[src/rtl/mips_pkg.sv]
// mips_pkg: constants shared across the MIPS CPU pipeline stages.
//   DATA_WIDTH_DEFAULT / ADDR_WIDTH_DEFAULT : default widths matching instructionmemory
//   RESET_ADDR_DEFAULT                       : first word address fetched after reset
//   NOP                                      : all-zero encoding decode uses for empty slots
package mips_pkg;

    localparam int DATA_WIDTH_DEFAULT = 32;
    localparam int ADDR_WIDTH_DEFAULT = 10;
    localparam int RESET_ADDR_DEFAULT = 0;

    localparam logic [31:0] NOP = 32'h0000_0000;

endpackage : mips_pkg

[src/rtl/fetch_perf_cnt.sv]
// fetch_perf_cnt: free-running event counter that wraps silently.
//   clk     : clock, rising edge
//   rst     : synchronous active-high reset, clears the count
//   en_i    : count one event this cycle
//   count_o : current count (registered)
module fetch_perf_cnt #(
    parameter int WIDTH = 32
) (
    input  logic             clk,
    input  logic             rst,
    input  logic             en_i,
    output logic [WIDTH-1:0] count_o
);

    logic [WIDTH-1:0] count_q;

    // Event counter; reset has priority over counting.
    always_ff @(posedge clk) begin
        if (rst) begin
            count_q <= '0;
        end else if (en_i) begin
            count_q <= count_q + WIDTH'(1);
        end else begin
            count_q <= count_q;
        end
    end

    assign count_o = count_q;

endmodule : fetch_perf_cnt

[src/rtl/fetch_unit.sv]
// fetch_unit: instruction-fetch stage feeding the IF/ID register of the MIPS CPU.
// Drives instructionmemory's word address and captures its 1-cycle-latency data.
// Optional macro FETCH_PERF_CNT_EN adds fetch/redirect performance counters.
//   clk, rst        : clock and synchronous active-high reset
//   stall           : decode not accepting; output register and fetch state hold
//   redirect        : branch/jump taken; flushes in-flight fetches (wins over stall)
//   redirect_addr   : target word address
//   ADDR_Prog       : word address to instructionmemory
//   mem_data        : instructionmemory.dataOut (word for last cycle's address)
//   instr_out       : fetched instruction
//   pc_out          : word address of instr_out
//   instr_valid     : instr_out/pc_out hold a real instruction
//   fetch_count     : (FETCH_PERF_CNT_EN) accepted instructions
//   redirect_count  : (FETCH_PERF_CNT_EN) cycles with redirect high outside reset
module fetch_unit
    import mips_pkg::*;
#(
    parameter int data_WIDTH = DATA_WIDTH_DEFAULT,
    parameter int ADDR_WIDTH = ADDR_WIDTH_DEFAULT,
    parameter int RESET_ADDR = RESET_ADDR_DEFAULT
) (
    input  logic                  clk,
    input  logic                  rst,
    input  logic                  stall,
    input  logic                  redirect,
    input  logic [ADDR_WIDTH-1:0] redirect_addr,
    output logic [ADDR_WIDTH-1:0] ADDR_Prog,
    input  logic [data_WIDTH-1:0] mem_data,
    output logic [data_WIDTH-1:0] instr_out,
    output logic [ADDR_WIDTH-1:0] pc_out,
    output logic                  instr_valid
`ifdef FETCH_PERF_CNT_EN
    ,
    output logic [31:0]           fetch_count,
    output logic [31:0]           redirect_count
`endif
);

    // pc: next address to issue; inf_*: request whose data is on mem_data now
    logic [ADDR_WIDTH-1:0] pc_q,       pc_d;
    logic [ADDR_WIDTH-1:0] inf_pc_q,   inf_pc_d;
    logic                  inf_valid_q, inf_valid_d;
    logic [data_WIDTH-1:0] instr_q,    instr_d;
    logic [ADDR_WIDTH-1:0] pc_out_q,   pc_out_d;
    logic                  valid_q,    valid_d;

    // Address mux: while stalled, re-issue the in-flight address so mem_data
    // still carries that word when the stall lifts.
    always_comb begin
        if (stall && !redirect) begin
            ADDR_Prog = inf_pc_q;
        end else begin
            ADDR_Prog = pc_q;
        end
    end

    // Next-state logic: redirect beats stall; stall freezes everything.
    always_comb begin
        pc_d        = pc_q;
        inf_pc_d    = inf_pc_q;
        inf_valid_d = inf_valid_q;
        instr_d     = instr_q;
        pc_out_d    = pc_out_q;
        valid_d     = valid_q;
        if (redirect) begin
            // Flush both the in-flight slot and the output slot; instr/pc_out hold.
            pc_d        = redirect_addr;
            inf_valid_d = 1'b0;
            valid_d     = 1'b0;
        end else if (stall) begin
            pc_d        = pc_q;
            inf_valid_d = inf_valid_q;
            valid_d     = valid_q;
        end else begin
            instr_d     = mem_data;
            pc_out_d    = inf_pc_q;
            valid_d     = inf_valid_q;
            inf_pc_d    = pc_q;
            inf_valid_d = 1'b1;
            // Modulo 2^ADDR_WIDTH increment: wraps to 0 without a flag.
            pc_d        = pc_q + ADDR_WIDTH'(1);
        end
    end

    // State registers with synchronous reset.
    always_ff @(posedge clk) begin
        if (rst) begin
            pc_q        <= ADDR_WIDTH'(RESET_ADDR);
            inf_pc_q    <= '0;
            inf_valid_q <= 1'b0;
            instr_q     <= data_WIDTH'(NOP);
            pc_out_q    <= '0;
            valid_q     <= 1'b0;
        end else begin
            pc_q        <= pc_d;
            inf_pc_q    <= inf_pc_d;
            inf_valid_q <= inf_valid_d;
            instr_q     <= instr_d;
            pc_out_q    <= pc_out_d;
            valid_q     <= valid_d;
        end
    end

    assign instr_out   = instr_q;
    assign pc_out      = pc_out_q;
    assign instr_valid = valid_q;

`ifdef FETCH_PERF_CNT_EN
    logic accept_s;

    assign accept_s = valid_q && !stall;

    fetch_perf_cnt #(.WIDTH(32)) u_fetch_cnt (
        .clk     (clk),
        .rst     (rst),
        .en_i    (accept_s),
        .count_o (fetch_count)
    );

    fetch_perf_cnt #(.WIDTH(32)) u_redirect_cnt (
        .clk     (clk),
        .rst     (rst),
        .en_i    (redirect),
        .count_o (redirect_count)
    );
`endif

endmodule : fetch_unit

[config.mk]
export PLATFORM = sky130hd
export DESIGN_NAME = fetch_unit
export DESIGN_NICKNAME = d
export VERILOG_FILES = /design/src/rtl/mips_pkg.sv /design/src/rtl/fetch_perf_cnt.sv /design/src/rtl/fetch_unit.sv
export SDC_FILE = /design/constraint.sdc
export NUM_CORES = 1
export LEC_CHECK = 0
export CORE_UTILIZATION = 46
export DETAILED_ROUTE_END_ITERATION = 10
export PLACE_DENSITY_LB_ADDON = 0.08
export SLEW_MARGIN = 20
export SYNTH_ARGS = -nofsm -noshare
export SYNTH_HDL_FRONTEND = slang
export SYNTH_HIERARCHICAL = 1
export SYNTH_SLANG_ARGS = --single-unit
[constraint.sdc]
create_clock -name clk -period 4.1 [get_ports clk]
set_input_delay 0.82 -clock clk [delete_from_list [all_inputs] [get_ports clk]]
set_output_delay 0.82 -clock clk [all_outputs]
set_load 0.005 [all_outputs]
# ---- After elaboration in Yosys (flattened, before gate mapping)
# Index checks and enable logic that the tools add are counted.
dict set report word_totals {
  register_bits 64
  latchBits 0
  ram_bits 0
  romBits 0
  in_bits 46
  out_inout_bits 53
  word_cells 17
  n_memories 0
}
dict set report op_classes {
  addsub 1
  n_mul 0
  n_div 0
  magnitude_cmp 0
  eq_ne 1
  shifts 0
  mux 3
  bitwise 2
  reduce_logical 4
}
# op count
set ops {}
lappend ops {{2-to-1 mux 10 bit} 3}
lappend ops {{adder 10 x 1 -> 10 bit (second input constant)} 1}
lappend ops {{!= test 2 x 1 -> 1 bit (second input constant)} 1}
lappend ops {{inverter 1 bit} 2}
lappend ops {{AND reduction 2 bit} 1}
lappend ops {{OR reduction 2 bit} 1}
lappend ops {{logical AND 1 bit} 1}
lappend ops {{logical NOT 1 bit} 1}

# ---- Longest topological paths before layout
dict set report logic_depth {
  word_depth 3
  ltp_mapped 5
  depth_no_buf 4
}

# ---- Least setup slack after synthesis
# No wires, ideal clock.
dict set report synth_timing {
  kind {input to output}
  from {input port redirect}
  to {output port ADDR_Prog[0]}
  t_arrival_ps 1812
  t_required_ps 3280
  slack_ps 1468
  cell_stages 4
  n_path_buf 1
  cell_sequence {buf_2 clkinv_1 nand2_1 mux2_2}
}
dict set report synth_between {
  elab_chain_len 3
}
# element line_no
set synth_rtl {}
lappend synth_rtl {{start: declaration} fetch_unit.sv:25} ;# input logic redirect,
lappend synth_rtl {{logical NOT 1 bit} fetch_unit.sv:50} ;# if (stall && !redirect) begin
lappend synth_rtl {{logical AND 1 bit} fetch_unit.sv:50}
lappend synth_rtl {{2-to-1 mux 10 bit} fetch_unit.sv:50}
lappend synth_rtl {{end: declaration} fetch_unit.sv:27} ;# output logic [ADDR_WIDTH-1:0] ADDR_Prog,
# No other way between the ends.

# ---- Worst setup path after layout
dict set report layout_timing {
  from {input port redirect}
  to {output port ADDR_Prog[8]}
}
# Same word-level chain as after synthesis.

==> results.sh <==
export IMPL_status="complete, no violations"
export IMPL_final_max_slew_viol_count=0
export IMPL_post_cts_buffers=0
export IMPL_mappedNetlistNets=360
export IMPL_dr_first_iter_drc_count=81
export IMPL_cts_tree="yes"
export IMPL_die_area_um2=5800
export IMPL_clkSinkCount=64
export IMPL_antenna_left=0
export IMPL_crit_path_most_repeated_cell="clkdlybuf4s50_1"
export IMPL_grt_use_total_pct=23.6
export IMPL_gp_routability_congestion=0.714
export IMPL_min_from="instr_out[9]"
export IMPL_timing_hold_worst_class="register to register"
export IMPL_synth_cell_area_um2=2530
export IMPL_post_cts_resized_instances=0
export IMPL_cap_viol_max_count=0
export IMPL_first_global_vias=2406
export IMPL_routedWlPerCell_um=13.2
export IMPL_whs_path_depth=2
export IMPL_final_min_clock_period_ps=3440
export IMPL_fin_skew_ps=6.03
export IMPL_worst_ep_required_time_ps=3280
export IMPL_diodes=0
export IMPL_port_buffers=98
export IMPL_cp_cell_sequence="clkdlybuf4s50_1 -> clkinv_1 -> nand2_1 -> mux2_2 -> clkdlybuf4s50_1"
export IMPL_post_synth_main_area_contributors="dfxtp_1, nand2_1, a21oi_1"
export IMPL_hold_violations=0
export IMPL_i_o_pins=99
export IMPL_timing_reg2reg_setup_slack_ps=2320
export IMPL_postRouteWirelength_um=6330
export IMPL_irDropWorstVdd_v=0.000255
export IMPL_yosysWarnings=6
export IMPL_cts_buffers_inserted=9
export IMPL_yosysMostFrequentCell="nand2_1"
export IMPL_chipHeight_um=76.1
export IMPL_ff2ff_path_depth=4
export IMPL_timing_setup_tns_ps=0
export IMPL_root_buffer="clkbuf_8"
export IMPL_synth_top_cell_by_area="dfxtp_1"
export IMPL_cts_path_max_buffers=2
export IMPL_post_synth_most_frequent_cells="nand2_1, dfxtp_1, a21oi_1, clkbuf_1, mux2_2"
export IMPL_clock_input_transition_at_the_sequential_cells_of_the_worst_setup_and_hold_paths_ps=60
export IMPL_cells_after_synth=313
export IMPL_synthFlopType="dfxtp_1"
export IMPL_yosysSeqAreaShare_pct=50.7
export IMPL_drt_pass1_iter_count=4
export IMPL_grt_setup_unrepaired="false"
export IMPL_post_route_cells_drive_above_1_share_pct=9.51
export IMPL_die_width_um=76.1
export IMPL_synth_edf_count=0
export IMPL_worstReg2RegEnd="pc_q[8]"
export IMPL_post_place_ws_ps=638
export IMPL_avgSynthCellArea_um2=8.08
export IMPL_cp_slowest_stage_delay_ps=480
export IMPL_arrival_ps=2620
export IMPL_h_tree_depth=3
export IMPL_timing_worst_setup_path_type="primary input to output port"
export IMPL_final_hold_worst_slack_ps=452
export IMPL_max_slew_margin_pct=54.1
export IMPL_finalNetCount=453
export IMPL_antenna_violations_before_repair=0
export IMPL_r2r_start="pc_q[0]"
export IMPL_grt_max_degree=38
export IMPL_crit_path_top_delay_cell="clkdlybuf4s50_1"
export IMPL_max_clock_freq_mhz=291
export IMPL_finalInstanceArea_um2=3740
export IMPL_drcViolationCount=0
export IMPL_power_per_cell_area_nw_per_um2=364
export IMPL_fin_crit_sh_pct=83.9
export IMPL_core_box_area_um2=5200
export IMPL_worstHoldEndpoint="instr_out[9]"
export IMPL_grt_overflow_total=0
export IMPL_clock_latency_ps=330
export IMPL_place_area_um2=3560
export IMPL_setup_slack_ps=661
export IMPL_crit_fanout=10
export IMPL_synth_top_area_share_pct=50.7
export IMPL_floorplan_initialDensity_pct=48.6
export IMPL_post_synth_num_cell_types=34
export IMPL_report_final_setup_viol=0
export IMPL_ys_async_sr_fraction_pct=0
export IMPL_place_hpwl_um=4220
export IMPL_standby_leakage_power_nw=1.33
export IMPL_rows=26
export IMPL_via_per_inst=5.10
export IMPL_totalPowerFinal_w=0.00136
export IMPL_setup_worst_path_end_class="output port"
export IMPL_flow_area_growth_from_synthesis_pct=48.1
export IMPL_timing_worst_slew_pin_value_ps=688
export IMPL_hold_buffers=0
export IMPL_grt_pass1_wl_um=10900
export IMPL_critical_path_startpoint_type="primary input"
export IMPL_postSynthRegisterBits=64
export IMPL_num_vias=2447
[through the flow]
| step | util (%) | std cells |
|---|---|---|
| final | 71.9 | 480 |
| after global routing | 71.9 | 480 |
| after CTS | 71.9 | 480 |
| after detailed placement | 68.4 | 465 |
| after global placement | 68.4 | 465 |
| after floorplan | - | 313 |
[report_power, final]
group | leakage [nW] | internal, W | switching (W)
sequential | 0.523 | 0.000648 | 0.0000236
clock | 0.0989 | 0.000291 | 0.000227
combinational | 0.712 | 0.000104 | 0.0000704
total | 1.33 | 0.00104 | 0.000321
[placed cells by master, fill, tap and decap left out, types with 2 or more instances in the layout]
cell             instances
mux2_2                  11
nor4_1                   2
o31ai_1                  2
buf_4                    6
or3_2                    2
o21ai_0                  3
clkinv_2                 3
a311oi_1                 5
or4_1                    2
clkdlybuf4s50_1         97
nand3_1                  2
a211oi_1                 3
nand2_1                113
dfxtp_1                 64
nor2_1                   8
clkbuf_8                10
a21oi_1                 55
[how the worst max path moves through the flow]
stage                         endpoint  depth (start not counted)     start
after floorplan           ADDR_Prog[0]                          4  redirect
after global placement    ADDR_Prog[8]                          5  redirect
after detailed placement  ADDR_Prog[8]                          5  redirect
after CTS                 ADDR_Prog[8]                          5  redirect
after global routing      ADDR_Prog[9]                          5  redirect
final                     ADDR_Prog[8]                          5  redirect
[logic make-up (layout without fill, tap and decap cells)]
group,after synthesis,in the layout,share of synthesized area [%]
AND/OR/NAND/NOR,140,140,23.7
XOR/XNOR,2,2,0.693
flip-flops,64,64,50.7
buffers and inverters,24,121,3.71
multiplexers,12,12,5.29
adder cells (fa/ha/maj),1,1,0.495
AO/OA/AOI/OAI,70,70,15.4
[critical path: cells and delay by family]
kind | cells | cell delay [ps]
buffers and inverters | 3 | 1020
AND/OR/NAND/NOR | 1 | 380
multiplexers | 1 | 390
[final cells by class]
type / count / area (um^2)
Clock buffer: 11 / 141
Clock inverter: 4 / 45.0
Fill cell: 434 / 1460
Inverter: 2 / 7.51
Multi-Input combinational cell: 225 / 1160
Sequential cell: 64 / 1280
Tap cell: 70 / 87.6
Timing Repair Buffer: 104 / 1020
[sequential cells by signal (all words and copies together), names as in the netlist]
| name | count |
|---|---|
| instr_valid | 1 |
| instr_out | 32 |
| pc_out | 10 |
| pc_q | 10 |
| inf_valid_q | 1 |
| inf_pc_q | 10 |
[routing by layer]
| layer | vias up | track usage, % | wire length [um] |
|---|---|---|---|
| li1 | 1233 | - | - |
| met1 | 1131 | 25.6 | 2650 |
| met2 | 70 | 40.7 | 3080 |
| met3 | 13 | 10.5 | 479 |
| met4 | 0 | 7.88 | 110 |
| met5 | - | 0 | 0 |
Note: power is estimated with default switching activity, not from simulation.
